File: src/rtl/addsub_rr_sched.sv
`default_nettype none
// +------------------------------------------------------------------+
// | addsub_rr_sched : round-robin scheduler sharing one ripple add/sub |
// | Rev 1.0                                                            |
// +------------------------------------------------------------------+
module addsub_rr_sched #(
  parameter int N    = 32,
  parameter int NREQ = 4,
  parameter int PW   = $clog2(NREQ)
) (
  input  logic              clk,
  input  logic              rst,
  input  logic [NREQ-1:0]   req_i,
  input  logic [NREQ-1:0]   sub_i,
  input  logic [NREQ*N-1:0] a_i,
  input  logic [NREQ*N-1:0] b_i,
  output logic [NREQ-1:0]   gnt_o,
  output logic [NREQ-1:0]   done_o,
  output logic [N-1:0]      result_o,
  output logic              ovf_o,
  output logic              busy_o
);

  typedef enum logic [1:0] {
    S_IDLE = 2'd0,
    S_EXEC = 2'd1,
    S_DONE = 2'd2
  } state_e;

  localparam logic [PW:0] C_NREQ = (PW+1)'(NREQ);

  state_e            state_q;
  logic [PW-1:0]     ptr_q;
  logic [PW-1:0]     win_q;
  logic [N-1:0]      opa_q;
  logic [N-1:0]      opb_q;
  logic              ops_q;
  logic [NREQ-1:0]   done_q;
  logic [N-1:0]      result_q;
  logic              ovf_q;
  logic              busy_q;

  logic [PW-1:0]     ptr_d;
  logic [PW-1:0]     w_base;
  logic [NREQ-1:0]   w_elig;
  logic [PW:0]       w_idx;
  logic              w_found;
  logic [PW-1:0]     w_pick;
  logic [N-1:0]      w_sel_a;
  logic [N-1:0]      w_sel_b;
  logic              w_sel_s;
  logic [N-1:0]      w_bx;
  logic [N-1:0]      w_sum;
  logic              w_c;
  logic              w_cmsb;
  logic              w_ovf;

  assign ptr_d  = (win_q == PW'(NREQ-1)) ? '0 : win_q + 1'b1;
  assign w_base = (state_q == S_DONE) ? ptr_d : ptr_q;

  // The completing requester is masked so a still-high req is not re-served at once.
  always_comb begin
    w_elig = '0;
    if (state_q == S_IDLE)      w_elig = req_i;
    else if (state_q == S_DONE) w_elig = req_i & ~done_q;
  end

  always_comb begin
    w_found = 1'b0;
    w_pick  = '0;
    w_idx   = '0;
    for (int off = 0; off < NREQ; off++) begin
      w_idx = {1'b0, w_base} + (PW+1)'(off);
      if (w_idx >= C_NREQ) w_idx = w_idx - C_NREQ;
      if (!w_found && w_elig[w_idx[PW-1:0]]) begin
        w_found = 1'b1;
        w_pick  = w_idx[PW-1:0];
      end
    end
  end

  always_comb begin
    w_sel_a = '0;
    w_sel_b = '0;
    w_sel_s = 1'b0;
    for (int i = 0; i < NREQ; i++) begin
      if (w_pick == PW'(i)) begin
        w_sel_a = a_i[i*N +: N];
        w_sel_b = b_i[i*N +: N];
        w_sel_s = sub_i[i];
      end
    end
  end

  // Grant is visible in the arbitration cycle itself; reset forces it low at once.
  assign gnt_o = (w_found && !rst) ? (NREQ'(1) << w_pick) : '0;

  // Shared ripple add/sub; overflow is carry-into-MSB xor carry-out.
  always_comb begin
    w_bx   = opb_q ^ {N{ops_q}};
    w_c    = ops_q;
    w_cmsb = 1'b0;
    w_sum  = '0;
    for (int i = 0; i < N; i++) begin
      if (i == N-1) w_cmsb = w_c;
      w_sum[i] = opa_q[i] ^ w_bx[i] ^ w_c;
      w_c      = (opa_q[i] & w_bx[i]) | (opa_q[i] & w_c) | (w_bx[i] & w_c);
    end
    w_ovf = w_cmsb ^ w_c;
  end

  always_ff @(posedge clk or posedge rst) begin
    if (rst) begin
      state_q  <= S_IDLE;
      ptr_q    <= '0;
      win_q    <= '0;
      opa_q    <= '0;
      opb_q    <= '0;
      ops_q    <= 1'b0;
      done_q   <= '0;
      result_q <= '0;
      ovf_q    <= 1'b0;
      busy_q   <= 1'b0;
    end else begin
      done_q <= '0;
      case (state_q)
        S_IDLE: begin
          if (w_found) begin
            opa_q   <= w_sel_a;
            opb_q   <= w_sel_b;
            ops_q   <= w_sel_s;
            win_q   <= w_pick;
            state_q <= S_EXEC;
            busy_q  <= 1'b1;
          end
        end
        S_EXEC: begin
          result_q <= w_sum;
          ovf_q    <= w_ovf;
          done_q   <= NREQ'(1) << win_q;
          state_q  <= S_DONE;
          busy_q   <= 1'b1;
        end
        S_DONE: begin
          ptr_q <= ptr_d;
          if (w_found) begin
            opa_q   <= w_sel_a;
            opb_q   <= w_sel_b;
            ops_q   <= w_sel_s;
            win_q   <= w_pick;
            state_q <= S_EXEC;
            busy_q  <= 1'b1;
          end else begin
            state_q <= S_IDLE;
            busy_q  <= 1'b0;
          end
        end
        default: begin
          state_q <= S_IDLE;
          busy_q  <= 1'b0;
        end
      endcase
    end
  end

  assign done_o   = done_q;
  assign result_o = result_q;
  assign ovf_o    = ovf_q;
  assign busy_o   = busy_q;

endmodule
`default_nettype wire

File: config.mk
export PLATFORM = sky130hd
export DESIGN_NAME = addsub_rr_sched
export DESIGN_NICKNAME = d
export VERILOG_FILES = /design/src/rtl/addsub_rr_sched.sv
export SDC_FILE = /design/constraint.sdc
export NUM_CORES = 1
export LEC_CHECK = 0
export ABC_AREA = 1
export BUFFER_PORTS_ARGS = -buffer_cell sky130_fd_sc_hd__buf_2
export CAP_MARGIN = 20
export CELL_PAD_IN_SITES_DETAIL_PLACEMENT = 1
export CELL_PAD_IN_SITES_GLOBAL_PLACEMENT = 1
export CORE_MARGIN = 2
export CORE_UTILIZATION = 30
export DETAILED_ROUTE_END_ITERATION = 10
export PLACE_DENSITY = 0.73
export SLEW_MARGIN = 5
export SYNTH_ARGS = -nofsm -noshare
export SYNTH_HDL_FRONTEND = slang
export SYNTH_SLANG_ARGS = --single-unit
export TNS_END_PERCENT = 20
File: constraint.sdc
create_clock -name clk -period 21.8 [get_ports clk]
set_input_delay 3.27 -clock clk [delete_from_list [all_inputs] [get_ports clk]]
set_output_delay 3.27 -clock clk [all_outputs]
set_load 0.05 [all_outputs]
==> qor.csv <==
stage,metric,value,unit
run_status,status,"complete, no violations",
cells_and_area,most frequent cells in the layout,"nand2_1, buf_2, inv_1, nand3_1, dfrtp_1",
sta,Hold Fails Final Rpt,0,
clocking,Root Driver,clkbuf_16,
grt,largest net degree at the start of global routing,78,
clocking,CTS buffer count,9,
floorplanning,IO Pins,308,
job,MaxCap Viol Count,0,
grt,vias in the first global route,8295,
sta,final slew viol count,0,
worst_setup_path,reg2reg end,ovf_o,
hold_path,hold path cells,2,
grt,GRT Total Usage,0.197,
detailed_routing,DRC,0,
worst_setup_path,CP Data Required Time,22.03,ns
sta,RSZ-0062 raised after global routing,false,
sta,fin crit period,14.26,ns
cells_and_area,Final #Nets,1725,
detailed_routing,post-route ant nets,0,
synthesis,Synth Register Bits,109,
worst_setup_path,CP peak stage delay,0.47,ns
floorplanning,row count,59,
placed_design,port buffer count,307,
sta,Fin Setup TNS,0,ns
grt,first-pass GRT wire length,43.5,mm
floorplanning,die width,167,µm
clocking,post-CTS sizing,0,
worst_setup_path,crit start category,flip-flop,
worst_setup_path,Worst EP arrival,14.49,ns
sta,Clock Skew,0.00774,ns
detailed_routing,Routed WL,27.4,mm
grt,gr ovfl total,0,
clocking,H-Tree Depth,3,
detailed_routing,DR vias,8128,
synthesis,mean post-synth cell area,6.87,µm²
synthesis,Mapped Cells,1160,
cells_and_area,"most common cell after layout, fill and taps aside",nand2_1,
worst_setup_path,CP max-delay cell,dfrtp_2,
floorplanning,core footprint,26100,µm²
sta,Slew headroom,0.414,
synthesis,synth warn,0,
placed_design,Final Wtd Congestion,0.783,
clocking,Clock Latency Late Sink,0.36,ns
clocking,CTS Hold Bufs,0,
hold_path,hold endpoint,result_o[2],
cells_and_area,Multi-input gate area,4280,µm²
sta,worst-margin pin slew,0.879,ns
worst_setup_path,worst reg2reg startpoint,ops_q,
synthesis,library cells used by synthesis,30,
clocking,CTS tree,done,
synthesis,Synth async-reset ratio,1.00,
synthesis,post-synthesis sequential area ratio,0.342,
worst_setup_path,cell mode on critical path,fa_1,
sta,Fmax,70.1,MHz
synthesis,syn_nets,1461,
grt,initial antenna violation count,2,
synthesis,"EDFF count, synth",0,
floorplanning,Die Area,27900,µm²
clocking,Worst-path clk slew,0.07,ns
placed_design,Post-DP HPWL,21.2,mm
detailed_routing,initial DRC count,288,
cells_and_area,layout cells sized above 1,0.254,
detailed_routing,vias per cell,4.60,
hold_path,Hold Crit Class,flip-flop to flip-flop,
cells_and_area,FILL cells,3448,
synthesis,synthesized area,7960,µm²
floorplanning,Die Span Y,167,µm
sta,final setup vio count,0,
worst_setup_path,flop-to-flop setup slack,7.54,ns
cells_and_area,Area Growth Syn to Fin,25.6,%
floorplanning,starting density of the core,0.306,
detailed_routing,DR WL/cell,15.5,µm
clocking,"Setup Fix Bufs, Post-CTS",0,
detailed_routing,drt pass-1 iters,4,
worst_setup_path,CP Class,flip-flop to flip-flop,
hold_path,HP Start,result_o[2],
clocking,CTS Buffer Depth,2,
worst_setup_path,crit end category,flip-flop,
sta,final period utilization,0.654,
clocking,clk sinks,109,
cells_and_area,register area,2730,µm²
synthesis,ys flop type,dfrtp_1,
worst_setup_path,Reg2Reg Depth,35,
worst_setup_path,crit-path max FO,26,
==> per-layer routing <==
| metal | wire length, µm | vias to the layer above | GRT usage |
|---|---|---|---|
| li1 | - | 4073 | - |
| met1 | 11400 | 3838 | 0.234 |
| met4 | 422 | 2 | 0.0427 |
| met2 | 14200 | 187 | 0.362 |
| met5 | 11 | - | 0 |
| met3 | 1430 | 28 | 0.0466 |
==> worst max path at each step <==
stage / startpoint / to / slack, ns / depth (start not counted)
floorplan: ops_q / ovf_o / 8.08 / 36
global placement: ops_q / ovf_o / 7.63 / 35
detailed placement: ops_q / ovf_o / 7.39 / 35
CTS: ops_q / ovf_o / 7.35 / 35
global route: ops_q / ovf_o / 6.97 / 35
finish: ops_q / ovf_o / 7.54 / 35
==> kinds of logic after synthesis <==
kind of cell,Yosys count,share of synthesized area
buffers and inverters,234,0.121
muxes,1,0.00141
AOI/OAI and AO/OA,143,0.0903
adders and majority gates,35,0.0842
DFF,109,0.342
xor gates and xnor gates,33,0.0363
and+or+nand+nor,605,0.324
==> cell usage after synthesis (2+ instances only) <==
| master | instances | area, µm² |
|---|---|---|
| xor2_1 | 2 | 17.5 |
| nor2_1 | 14 | 52.6 |
| buf_6 | 6 | 67.6 |
| buf_2 | 27 | 135 |
| nor2_8 | 2 | 40.0 |
| nand3_1 | 111 | 556 |
| a21oi_1 | 2 | 10.0 |
| inv_1 | 171 | 642 |
| nand2_2 | 12 | 75.1 |
| fa_1 | 31 | 621 |
| nor2_4 | 2 | 22.5 |
| dfrtp_1 | 109 | 2730 |
| nand2_4 | 6 | 67.6 |
| clkbuf_1 | 21 | 78.8 |
| o21ai_0 | 89 | 445 |
| nand4_1 | 2 | 12.5 |
| nor3_1 | 4 | 20.0 |
| ha_1 | 4 | 50.1 |
| nand2_1 | 449 | 1690 |
| xnor2_1 | 31 | 272 |
| buf_1 | 6 | 22.5 |
| o21ai_1 | 51 | 255 |
==> worst max-delay path: cells and delay by family (launching register included) <==
kind,cells,cell delay [ns]
xor+xnor,2,0.37
buf+inv,2,0.49
compound gates,1,0.08
flops,1,0.47
fa+ha+maj,30,12.72
==> area by class of cell <==
cell class,count,share of cell area
Multi-Input combinational cell,817,0.428
Timing Repair Buffer,314,0.160
Inverter,173,0.0654
Clock buffer,12,0.0256
Antenna cell,2,0.000500
Tap cell,335,0.0419
Clock inverter,4,0.00563
Sequential cell,109,0.273
==> metrics by stage <==
| stage | area (µm²) | cells | utilization | hold slack, ns | setup slack [ns] |
|---|---|---|---|---|---|
| after detailed placement | 9660 | 1747 | 0.371 | 0.465 | 7.39 |
| after CTS | 9980 | 1763 | 0.383 | 0.483 | 7.35 |
| after global placement | 9660 | 1747 | 0.371 | 0.458 | 7.63 |
| after global routing | 10000 | 1765 | 0.384 | 0.511 | 6.97 |
| after floorplan | 7960 | 1160 | - | 0.449 | 8.08 |
| final | 10000 | 1766 | 0.384 | 0.476 | 7.54 |
==> state kept, by name, indices dropped and copies added, names as in the netlist <==
name and cells:
opa_q 32, ptr_q 2, busy_o 1, done_o 4
ops_q 1, ovf_o 1, state_q 2, result_o 32
opb_q 32, win_q 2
Power is not shown: default switching activity piles up to over one toggle a cycle in this logic, so the estimate is an artifact.
